**src/rtl/dbi_pkg.sv**
```systemverilog
// -----------------------------------------------------------------------------
// dbi_pkg
// Shared definitions for the DBI transmit PHY:
//   - phy_state_e     : PHY sequencer states
//   - *_DEF           : default bus width and phase dwell times (clk cycles)
//   - NOP_CMD         : DBI no-operation command byte
//   - max_cyc()       : largest of four cycle counts, used to size the timer
// -----------------------------------------------------------------------------
package dbi_pkg;

   typedef enum logic [2:0] {
      IDLE     = 3'd0,
      HRST     = 3'd1,
      CMD_LO   = 3'd2,
      CMD_HI   = 3'd3,
      DAT_LO   = 3'd4,
      DAT_HI   = 3'd5,
      DAT_WAIT = 3'd6,
      CS_END   = 3'd7
   } phy_state_e;

   localparam int DBI_IF_D_W_DEF   = 8;
   localparam int WR_LOW_CYC_DEF   = 2;
   localparam int WR_HIGH_CYC_DEF  = 2;
   localparam int CS_HIGH_CYC_DEF  = 1;
   localparam int HRST_LOW_CYC_DEF = 1250;

   localparam logic [7:0] NOP_CMD = 8'h00;

   function automatic int max_cyc(input int a, input int b, input int c, input int d);
      int m;
      m = a;
      if (b > m) m = b;
      if (c > m) m = c;
      if (d > m) m = d;
      return m;
   endfunction

endpackage

```
**src/rtl/dbi_phase_timer.sv**
```systemverilog
// -----------------------------------------------------------------------------
// dbi_phase_timer
// Loadable down-counter that times the dwell of each PHY phase. The owner
// loads (N-1) on the cycle it enters a phase; done is high once the count
// reaches zero, and the counter then holds at zero (never wraps).
// Ports:
//   clk      in   clock, rising edge
//   rst_n    in   asynchronous active-low reset (count -> 0)
//   load     in   load load_val on the next edge
//   load_val in   CNT_W  value to load
//   done     out  count is zero
// -----------------------------------------------------------------------------
module dbi_phase_timer #(
   parameter int CNT_W = 4
) (
   input  logic             clk,
   input  logic             rst_n,
   input  logic             load,
   input  logic [CNT_W-1:0] load_val,
   output logic             done
);

   logic [CNT_W-1:0] cnt;

   always_ff @(posedge clk or negedge rst_n) begin
      if (!rst_n) begin
         cnt <= '0;
      end else if (load) begin
         cnt <= load_val;
      end else if (cnt != '0) begin
         cnt <= cnt - 1'b1;
      end
   end

   assign done = (cnt == '0);

endmodule

```
**src/rtl/dbi_tx_phy.sv**
```systemverilog
// -----------------------------------------------------------------------------
// dbi_tx_phy
// MIPI-DBI (type B, write-only) transmit PHY. Accepts command/data beats on a
// valid/ready handshake and sequences CSX/DCX/WRX/D on the panel bus, or
// pulses RESX for a hardware-reset beat.
// Optional build macro: DBI_TX_PHY_OUT_REG_EN -- registers all dbi_* pins
// through one extra flop stage (one cycle of added latency).
// Ports:
//   clk, rst_n            clock / asynchronous active-low reset
//   dtp_dbi_hrst_i        beat requests a panel hardware reset
//   dtp_tx_cmd_typ_i      command byte (first beat only)
//   dtp_tx_cmd_dat_i      data byte
//   dtp_tx_last_i         last beat of the transaction
//   dtp_tx_no_dat_i       command-only transaction
//   dtp_tx_vld_i          beat valid
//   dtp_tx_rdy_o          PHY accepts a beat (state decode only)
//   dbi_resx_o            panel reset, active-low
//   dbi_csx_o             chip select, active-low
//   dbi_dcx_o             0 = command, 1 = data
//   dbi_wrx_o             write strobe, panel latches on rising edge
//   dbi_d_o               data bus
// -----------------------------------------------------------------------------
module dbi_tx_phy
   import dbi_pkg::*;
#(
   parameter int DBI_IF_D_W   = DBI_IF_D_W_DEF,
   parameter int WR_LOW_CYC   = WR_LOW_CYC_DEF,
   parameter int WR_HIGH_CYC  = WR_HIGH_CYC_DEF,
   parameter int CS_HIGH_CYC  = CS_HIGH_CYC_DEF,
   parameter int HRST_LOW_CYC = HRST_LOW_CYC_DEF
) (
   input  logic                  clk,
   input  logic                  rst_n,
   input  logic                  dtp_dbi_hrst_i,
   input  logic [DBI_IF_D_W-1:0] dtp_tx_cmd_typ_i,
   input  logic [DBI_IF_D_W-1:0] dtp_tx_cmd_dat_i,
   input  logic                  dtp_tx_last_i,
   input  logic                  dtp_tx_no_dat_i,
   input  logic                  dtp_tx_vld_i,
   output logic                  dtp_tx_rdy_o,
   output logic                  dbi_resx_o,
   output logic                  dbi_csx_o,
   output logic                  dbi_dcx_o,
   output logic                  dbi_wrx_o,
   output logic [DBI_IF_D_W-1:0] dbi_d_o
);

   localparam int MAX_CYC = max_cyc(WR_LOW_CYC, WR_HIGH_CYC, CS_HIGH_CYC, HRST_LOW_CYC);
   localparam int CNT_W   = $clog2(MAX_CYC) + 1;

   phy_state_e            state, state_nxt;
   logic                  acc;
   logic                  done;
   logic                  load;
   logic [CNT_W-1:0]      load_val;

   logic [DBI_IF_D_W-1:0] cmd_q, dat_q;
   logic                  last_q, no_dat_q;
   logic                  sel_dat_q;   // bus shows dat_q (1) or cmd_q (0)

   logic                  resx_c, csx_c, dcx_c, wrx_c;
   logic [DBI_IF_D_W-1:0] d_c;

   assign dtp_tx_rdy_o = (state == IDLE) || (state == DAT_WAIT);
   assign acc          = dtp_tx_vld_i & dtp_tx_rdy_o;

   dbi_phase_timer #(.CNT_W(CNT_W)) u_timer (
      .clk      (clk),
      .rst_n    (rst_n),
      .load     (load),
      .load_val (load_val),
      .done     (done)
   );

   always_ff @(posedge clk or negedge rst_n) begin
      if (!rst_n) state <= IDLE;
      else        state <= state_nxt;
   end

   always_comb begin
      state_nxt = state;
      resx_c    = 1'b1;
      csx_c     = 1'b1;
      dcx_c     = 1'b1;
      wrx_c     = 1'b1;
      case (state)
         IDLE:     if (acc) state_nxt = dtp_dbi_hrst_i ? HRST : CMD_LO;
         HRST: begin
            resx_c = 1'b0;
            if (done) state_nxt = IDLE;
         end
         CMD_LO: begin
            csx_c = 1'b0; dcx_c = 1'b0; wrx_c = 1'b0;
            if (done) state_nxt = CMD_HI;
         end
         CMD_HI: begin
            csx_c = 1'b0; dcx_c = 1'b0;
            if (done) state_nxt = no_dat_q ? CS_END : DAT_LO;
         end
         DAT_LO: begin
            csx_c = 1'b0; wrx_c = 1'b0;
            if (done) state_nxt = DAT_HI;
         end
         DAT_HI: begin
            csx_c = 1'b0;
            if (done) state_nxt = last_q ? CS_END : DAT_WAIT;
         end
         DAT_WAIT: begin
            csx_c = 1'b0;
            if (acc) state_nxt = DAT_LO;
         end
         CS_END:   if (done) state_nxt = IDLE;
         default:  state_nxt = IDLE;
      endcase
   end

   // Timer is reloaded with (dwell-1) on every state change so that the new
   // state sees its full dwell starting from its first cycle.
   always_comb begin
      load     = (state_nxt != state);
      load_val = '0;
      case (state_nxt)
         HRST:           load_val = CNT_W'(HRST_LOW_CYC - 1);
         CMD_LO, DAT_LO: load_val = CNT_W'(WR_LOW_CYC - 1);
         CMD_HI, DAT_HI: load_val = CNT_W'(WR_HIGH_CYC - 1);
         CS_END:         load_val = CNT_W'(CS_HIGH_CYC - 1);
         default:        load_val = '0;
      endcase
   end

   // Beat capture. A reset beat leaves every field untouched so the bus keeps
   // its last value; a DAT_WAIT beat only supplies data and last.
   always_ff @(posedge clk or negedge rst_n) begin
      if (!rst_n) begin
         cmd_q     <= '0;
         dat_q     <= '0;
         last_q    <= 1'b0;
         no_dat_q  <= 1'b0;
         sel_dat_q <= 1'b0;
      end else begin
         if (acc && (state == IDLE) && !dtp_dbi_hrst_i) begin
            cmd_q    <= dtp_tx_cmd_typ_i;
            dat_q    <= dtp_tx_cmd_dat_i;
            no_dat_q <= dtp_tx_no_dat_i;
            last_q   <= dtp_tx_last_i | dtp_tx_no_dat_i;
         end else if (acc && (state == DAT_WAIT)) begin
            dat_q    <= dtp_tx_cmd_dat_i;
            last_q   <= dtp_tx_last_i;
         end
         if ((state_nxt == CMD_LO) && (state != CMD_LO))      sel_dat_q <= 1'b0;
         else if ((state_nxt == DAT_LO) && (state != DAT_LO)) sel_dat_q <= 1'b1;
      end
   end

   assign d_c = sel_dat_q ? dat_q : cmd_q;

`ifdef DBI_TX_PHY_OUT_REG_EN
   always_ff @(posedge clk or negedge rst_n) begin
      if (!rst_n) begin
         dbi_resx_o <= 1'b1;
         dbi_csx_o  <= 1'b1;
         dbi_dcx_o  <= 1'b1;
         dbi_wrx_o  <= 1'b1;
         dbi_d_o    <= '0;
      end else begin
         dbi_resx_o <= resx_c;
         dbi_csx_o  <= csx_c;
         dbi_dcx_o  <= dcx_c;
         dbi_wrx_o  <= wrx_c;
         dbi_d_o    <= d_c;
      end
   end
`else
   assign dbi_resx_o = resx_c;
   assign dbi_csx_o  = csx_c;
   assign dbi_dcx_o  = dcx_c;
   assign dbi_wrx_o  = wrx_c;
   assign dbi_d_o    = d_c;
`endif

endmodule

```
**config.mk**
```make
export PLATFORM = sky130hd
export DESIGN_NAME = dbi_tx_phy
export DESIGN_NICKNAME = d
export VERILOG_FILES = /design/src/rtl/dbi_pkg.sv /design/src/rtl/dbi_phase_timer.sv /design/src/rtl/dbi_tx_phy.sv
export SDC_FILE = /design/constraint.sdc
export NUM_CORES = 1
export LEC_CHECK = 0
export ABC_AREA = 1
export BUFFER_PORTS_ARGS = -buffer_cell sky130_fd_sc_hd__buf_2
export CAP_MARGIN = 10
export CORE_MARGIN = 2
export CORE_UTILIZATION = 50
export CTS_CLUSTER_DIAMETER = 60
export DETAILED_ROUTE_END_ITERATION = 10
export GPL_ROUTABILITY_DRIVEN = 0
export GPL_TIMING_DRIVEN = 0
export PLACE_DENSITY_LB_ADDON = 0.3
export SLEW_MARGIN = 20
export SYNTH_ARGS = -nofsm -noshare
export SYNTH_HDL_FRONTEND = slang
export SYNTH_SLANG_ARGS = --single-unit
```
**constraint.sdc**
```tcl
create_clock -name clk -period 2.1 [get_ports clk]
set_input_delay 0.42 -clock clk [delete_from_list [all_inputs] [get_ports clk]]
set_output_delay 0.42 -clock clk [all_outputs]
set_load 0.02 [all_outputs]
```
---- After elaboration in Yosys (flattened, before gate mapping) ----
Cells that the tools add are included.
operators by class
  equality and inequality tests ........... 15
  reductions and logical operators ........ 18
  bitwise gates (word level) .............. 2
  $add $sub $neg .......................... 1
  muxes and demuxes ....................... 25
operator list
  operator                                             count
  two-way mux 12 bit                                   2
  two-way mux 8 bit                                    3
  one-hot mux 11 bit (2 select lines)                  1
  two-way mux 3 bit                                    7
  one-hot mux 3 bit (7 select lines)                   1
  == test 3 bit (second input constant)                6
  == test 3 x 2 -> 1 bit (second input constant)       4
  logical NOT 12 bit                                   1
  nonzero test 12 bit                                  1
  subtractor 12 x 1 -> 12 bit (second input constant)  1
  two-way mux 1 bit                                    9
  == test 3 x 1 -> 1 bit (second input constant)       2
  nonzero test 2 bit                                   3
  OR reduction 2 bit                                   3
  logical AND 1 bit                                    5
  OR reduction 5 bit                                   1
  two-way mux 2 bit                                    2
  OR reduction 4 bit                                   1
  logical NOT 3 bit                                    1
  != test 3 x 2 -> 1 bit (second input constant)       1
  != test 3 bit                                        1
  != test 3 bit (second input constant)                1
  AND 1 bit                                            1
  logical NOT 1 bit                                    1
  other kinds (2)                                      2
word-level totals
  input bits .............................. 22
  output and inout bits ................... 13
  logic and storage cells ................. 68
  bits in registers ....................... 34

---- Logic depth before layout (Yosys ltp) ----
  depth after elaboration ................. 9
  gate-level depth with buffers ........... 14
  mapped depth without buffers ............ 14

---- Modules after synthesis ----
From an unflattened synthesis, not the netlist that was laid out.
second synthesis, totals
  cell total of the unflattened synthesis .. 293
  area total of the unflattened synthesis .. 2067.0 um2
by module, submodules not included
  module           area each (um2)  cells each  instances
  dbi_tx_phy       1232.4           171         1
  dbi_phase_timer  834.6            122         1

---- Worst setup path after synthesis ----
No wires, ideal clock.
  path type ............................... flip-flop to flip-flop
  from .................................... reg u_timer.cnt[0]
  to ...................................... reg u_timer.cnt[10]
  buffers on the path ..................... 0
  data required time ...................... 1.976 ns
  cell stages (with the launch flop) ...... 14
  path slack .............................. 0.233 ns
  arrival time ............................ 1.743 ns
  cell sequence ........................... dfrtp_1 -> inv_1 -> ha_1 -> nand2_4 -> nor2_8 -> nand2_4 -> a21oi_1 -> nand2_1 -> nand2_2 -> nand2_2 -> nand2_4 -> nand3_4 -> nor2_4 -> a21oi_1
between the ends
  word-level cells in the longest chain between the ends .. 7
  elaborated cells between the ends (all ways) .. 20
  classes of those cells .................. add/sub (1); eq/ne (6); mux (9); reduce/logical (4)
RTL lines
  element                                                  line                   RTL
  start: declaration                                       dbi_phase_timer.sv:23  logic [CNT_W-1:0] cnt;
  start signal: assignment                                 dbi_phase_timer.sv:29  cnt <= load_val;
  start signal: assignment                                 dbi_phase_timer.sv:31  cnt <= cnt - 1'b1;
  logical NOT 12 bit (*)                                   dbi_phase_timer.sv:35  assign done = (cnt == '0);
  two-way mux 3 bit, on equally long branches              -
  one-hot mux 3 bit (7 select lines) (*)                   dbi_tx_phy.sv:86       case (state)
  via state_nxt[0]                                         dbi_tx_phy.sv:51       phy_state_e state, state_nxt;
  == test 3 x 2 -> 1 bit or == test 3 bit (tied branches)  dbi_tx_phy.sv:122      case (state_nxt)
  OR reduction 4 bit (no source line)                      -
  one-hot mux 11 bit (2 select lines)                      dbi_tx_phy.sv:122
  two-way mux 12 bit                                       dbi_phase_timer.sv:28  end else if (load) begin
Mark *: on every way through the listed nets, which the timed path passes. The rest lies on a longest branch. The select of a mux whose other input is x is not followed.
A chain may end at the register's enable or synchronous reset.

---- Worst setup path in the final report ----
  from .................................... reg u_timer.cnt[10]
  to ...................................... reg u_timer.cnt[3]
between the ends
  word-level cells in the longest chain between the ends .. 5
  elaborated cells between the ends (all ways) .. 11
  classes of those cells .................. eq/ne (1); mux (7); reduce/logical (3)
RTL lines
  element                                                   line                   RTL
  logical NOT 12 bit (*)                                    dbi_phase_timer.sv:35
  two-way mux 3 bit, on equally long branches               -
  one-hot mux 3 bit (7 select lines) (*)                    dbi_tx_phy.sv:86
  via state_nxt[0]                                          dbi_tx_phy.sv:51
  != test 3 bit (*)                                         dbi_tx_phy.sv:120      load = (state_nxt != state);
  two-way mux 12 bit or nonzero test 2 bit (tied branches)  -
Mark *: on every way through the listed nets, which the timed path passes. The rest lies on a longest branch.

==> flow_summary.ini <==
[floorplan]
die_x_um = 65.86
initial_utilization_pct = 52.26
die_h_um = 65.86
ios = 35
num_rows = 22
die-area_mm2 = 0.004337
core_area_mm2 = 0.003661

[clocking]
htreeDepth = 2
cts_buffer_depth = 2
cts_tree = built
clkSinkCount = 34
root_buffer = clkbuf_8
insertion_delay_ps = 280
clk_transition_reported_paths_ps = 60
cts_made_buffers = 5

[critical_path]
rrSetupSlack_ps = 100
r2r-start = u_timer.cnt[10]$_DFFE_PN0P_
r2r-end = u_timer.cnt[3]$_DFFE_PN0P_
arrival_ps = 2190
required_ps = 2290
start_kind = register
cp-startpoint = u_timer.cnt[10]$_DFFE_PN0P_
reg2reg_depth = 11
path_class = register to register
critPathMaxStageDelay_ps = 410
critPathCapture = u_timer.cnt[3]$_DFFE_PN0P_
cp-end-kind = register
path_cells = or2_4, nor2_4, nand2_8, a21oi_2, nand2_1, nand2_2, nand2_2, nand2_4, nand3_4, buf_6, nor3_2
critPathMostFrequentCell = nand2_2
slowest_stage = dfrtp_1
crit_fanout = 8

[global_route]
grt_max_degree = 35
grt-ovfl-total = 0
grt_pass1_vias = 1613
grt_usage_pct = 20.99
grt_pass1_wl_um = 6893
antenna_found_initial = 0

[yosys]
netlist_area_mm2 = 0.001913
synth_top_area_share_pct = 44.47
yosys.area.top_type = dfrtp_1
netlist_instances = 226
ys_ff_latch = 34
syn_nets = 249
synth.avg_cell_area_um2 = 8.465
synthTopCellsByArea = dfrtp_1 44%, nand2_1 11%, o21ai_0 5.5%, inv_1 4.1%, xor2_1 3.2%
synth_cell_type_count = 31
synth_warnings = 0
ys_seq_area_share_pct = 44.47

[finish]
n_antenna_cell = 0
layout-drive-gt1-share_pct = 33.33
area_delta_synth_final_pct = 21.84
fillers = 333
num-nets-final = 299

[pwr]
p_int_mw = 2.217
powerDensity_mw_per_mm2 = 1815
seq_power_share_pct = 26.2
total_power_mw = 4.230
comb_power_share_pct = 63.4
swShare_pct = 47.60
switching_power_mw = 2.013
p_leak_nw = 1.199
pwr-share-clk_pct = 10.5
irDropWorstVdd_mv = 0.6866

[hold_path]
hold_class = primary input to async pin

[route]
wire_per_inst_um = 12.40
route.detailed.drc = 0
vias = 1657
routed_wl_um = 4016
antenna_left = 0
via_per_inst = 5.114
dr.pass1.iters = 4
drtIter0Drc = 126

[status]
status = completed

[sta]
hold_violations = 0
timing.fmax_mhz = 499.2
fin_skew_ps = 6.971
drv_slew = 0
tns_ps = 0
slew_headroom_pct = 50.83
worst_slew_pin_slew_ps = 737.6
period_needed_ps = 2003
fin_crit_sh_pct = 95.39
final.setup.worst_slack_ps = 96.82
setup_violations = 0
worst_hold_slack_ps = 201.6

[placed_design]
place_ws_ps = -25.60
port_buffers = 34
hpwlAfterDp_um = 2772

[run]
maxCapViolations = 0
==> per-layer routing <==
metal	vias to the layer above	global-route usage (%)	part of all wire, %
met4	0	7.552	0.82
met2	31	34.47	52
li1	826	-	-
met3	4	5.111	3.3
met5	-	0	0
met1	796	26.89	43
==> flip-flops by register name, indices dropped and copies added, names as in the netlist <==
| register | cells |
|---|---|
| no_dat_q | 1 |
| u_timer.cnt | 12 |
| state | 3 |
| last_q | 1 |
| sel_dat_q | 1 |
| cmd_q | 8 |
| dat_q | 8 |
==> cells in the mapped netlist <==
master	n
nor2_8	1
dfrtp_1	34
a21oi_4	1
buf_6	1
nand2_1	57
o21ai_0	21
nor3_2	4
nand2_2	6
nand2_4	5
clkbuf_1	3
ha_1	1
nand3_4	1
nand4_1	6
nand3_2	1
or2_2	1
nand3_1	10
mux2i_1	1
xnor2_1	4
nand3b_2	1
xor2_1	7
inv_1	21
inv_2	3
nor3_1	2
nor2_1	14
o21ai_1	1
o21ai_2	1
nor4_1	2
or2_4	1
buf_4	2
a21oi_1	8
nor2_4	5
==> stage by stage <==
step | area (um2) | util (%) | cells
floorplan | 1913 | - | 226
global placement | 2143 | 58.54 | 308
detailed placement | 2143 | 58.54 | 308
CTS | 2235 | 61.04 | 315
global route | 2331 | 63.67 | 324
finish | 2331 | 63.67 | 324
==> cells by family (layout without fill, tap and decap cells) <==
kind of cell             after synthesis  in the layout  share of synthesized area (%)
AND/OR/NAND/NOR                      117            117                          33.49
flip-flops                            34             34                          44.47
AO/OA/AOI/OAI                         32             32                          9.156
buffers and inverters                 30             80                          6.671
XOR/XNOR                              11             11                          5.036
adder cells (fa/ha/maj)                1              1                         0.6539
multiplexers                           1              1                         0.5232
==> worst min-delay path by stage <==
| stage | start | end | slack (ps) | cells after the start |
|---|---|---|---|---|
| 2_1_floorplan | rst_n | cmd_q[0]$_DFFE_PN0P_ | 120 | 0 |
| 3_3_place_gp | cmd_q[3]$_DFFE_PN0P_ | cmd_q[3]$_DFFE_PN0P_ | 470 | 2 |
| 3_5_place_dp | cmd_q[6]$_DFFE_PN0P_ | cmd_q[6]$_DFFE_PN0P_ | 470 | 2 |
| 4_1_cts | rst_n | dat_q[7]$_DFFE_PN0P_ | 230 | 1 |
| 5_1_grt | rst_n | dat_q[5]$_DFFE_PN0P_ | 260 | 1 |
| 6_report | rst_n | dat_q[5]$_DFFE_PN0P_ | 200 | 1 |
==> worst max-delay path, delay by kind of cell, from the launching register on <==
kind | cells | cell delay (ps)
buffers and inverters | 1 | 170
AOI/OAI and AO/OA | 1 | 150
DFF | 1 | 410
and+or+nand+nor | 9 | 1190
==> layout by cell type, fill, tap and decap left out, types with 2 or more instances in the layout <==
master and count:
nand3_1 9, dfrtp_1 34, xor2_1 7, clkbuf_8 5
nor3_1 2, clkinv_2 2, nor2_1 13, inv_2 5
inv_1 19, nand2_4 4, o21ai_0 21, a21oi_1 7
nand3_2 2, nor4_1 2, nand4_1 6, xnor2_1 4
nor3_2 4, buf_6 2, nor2_4 5, buf_2 34
nand2_2 6, buf_4 11, nand2_1 57
==> power groups by stage <==
stage | registers [mW] | clock network (mW) | logic (mW)
2_1_floorplan | 1.07 | 0 | 1.85
3_3_place_gp | 1.10 | 0 | 2.28
3_5_place_dp | 1.11 | 0 | 2.32
4_1_cts | 1.10 | 0.456 | 2.37
5_1_grt | 1.14 | 0.483 | 2.97
6_report | 1.11 | 0.443 | 2.68
==> cell type report <==
cell class                 count  area, um2  share of cell area [%]
sequential                    34      850.8                   36.50
inverter                      24      90.09                   3.865
tap                           48      60.06                   2.576
multi-input combinational    162      967.2                   41.49
clock inverter                 2      10.01                  0.4294
buffer                         5      35.03                   1.503
clock buffer                   5      68.82                   2.952
timing repair buffer          44      249.0                   10.68
==> repair_timing <==
action / in CTS / in global routing
pin swaps: 0 / 6
endpoints found under the setup margin: 5 / 23
resized for setup: 2 / 11
setup buffers: 0 / 10
hold buffers: 0 / 0
Power figures use the tool's default switching activity.
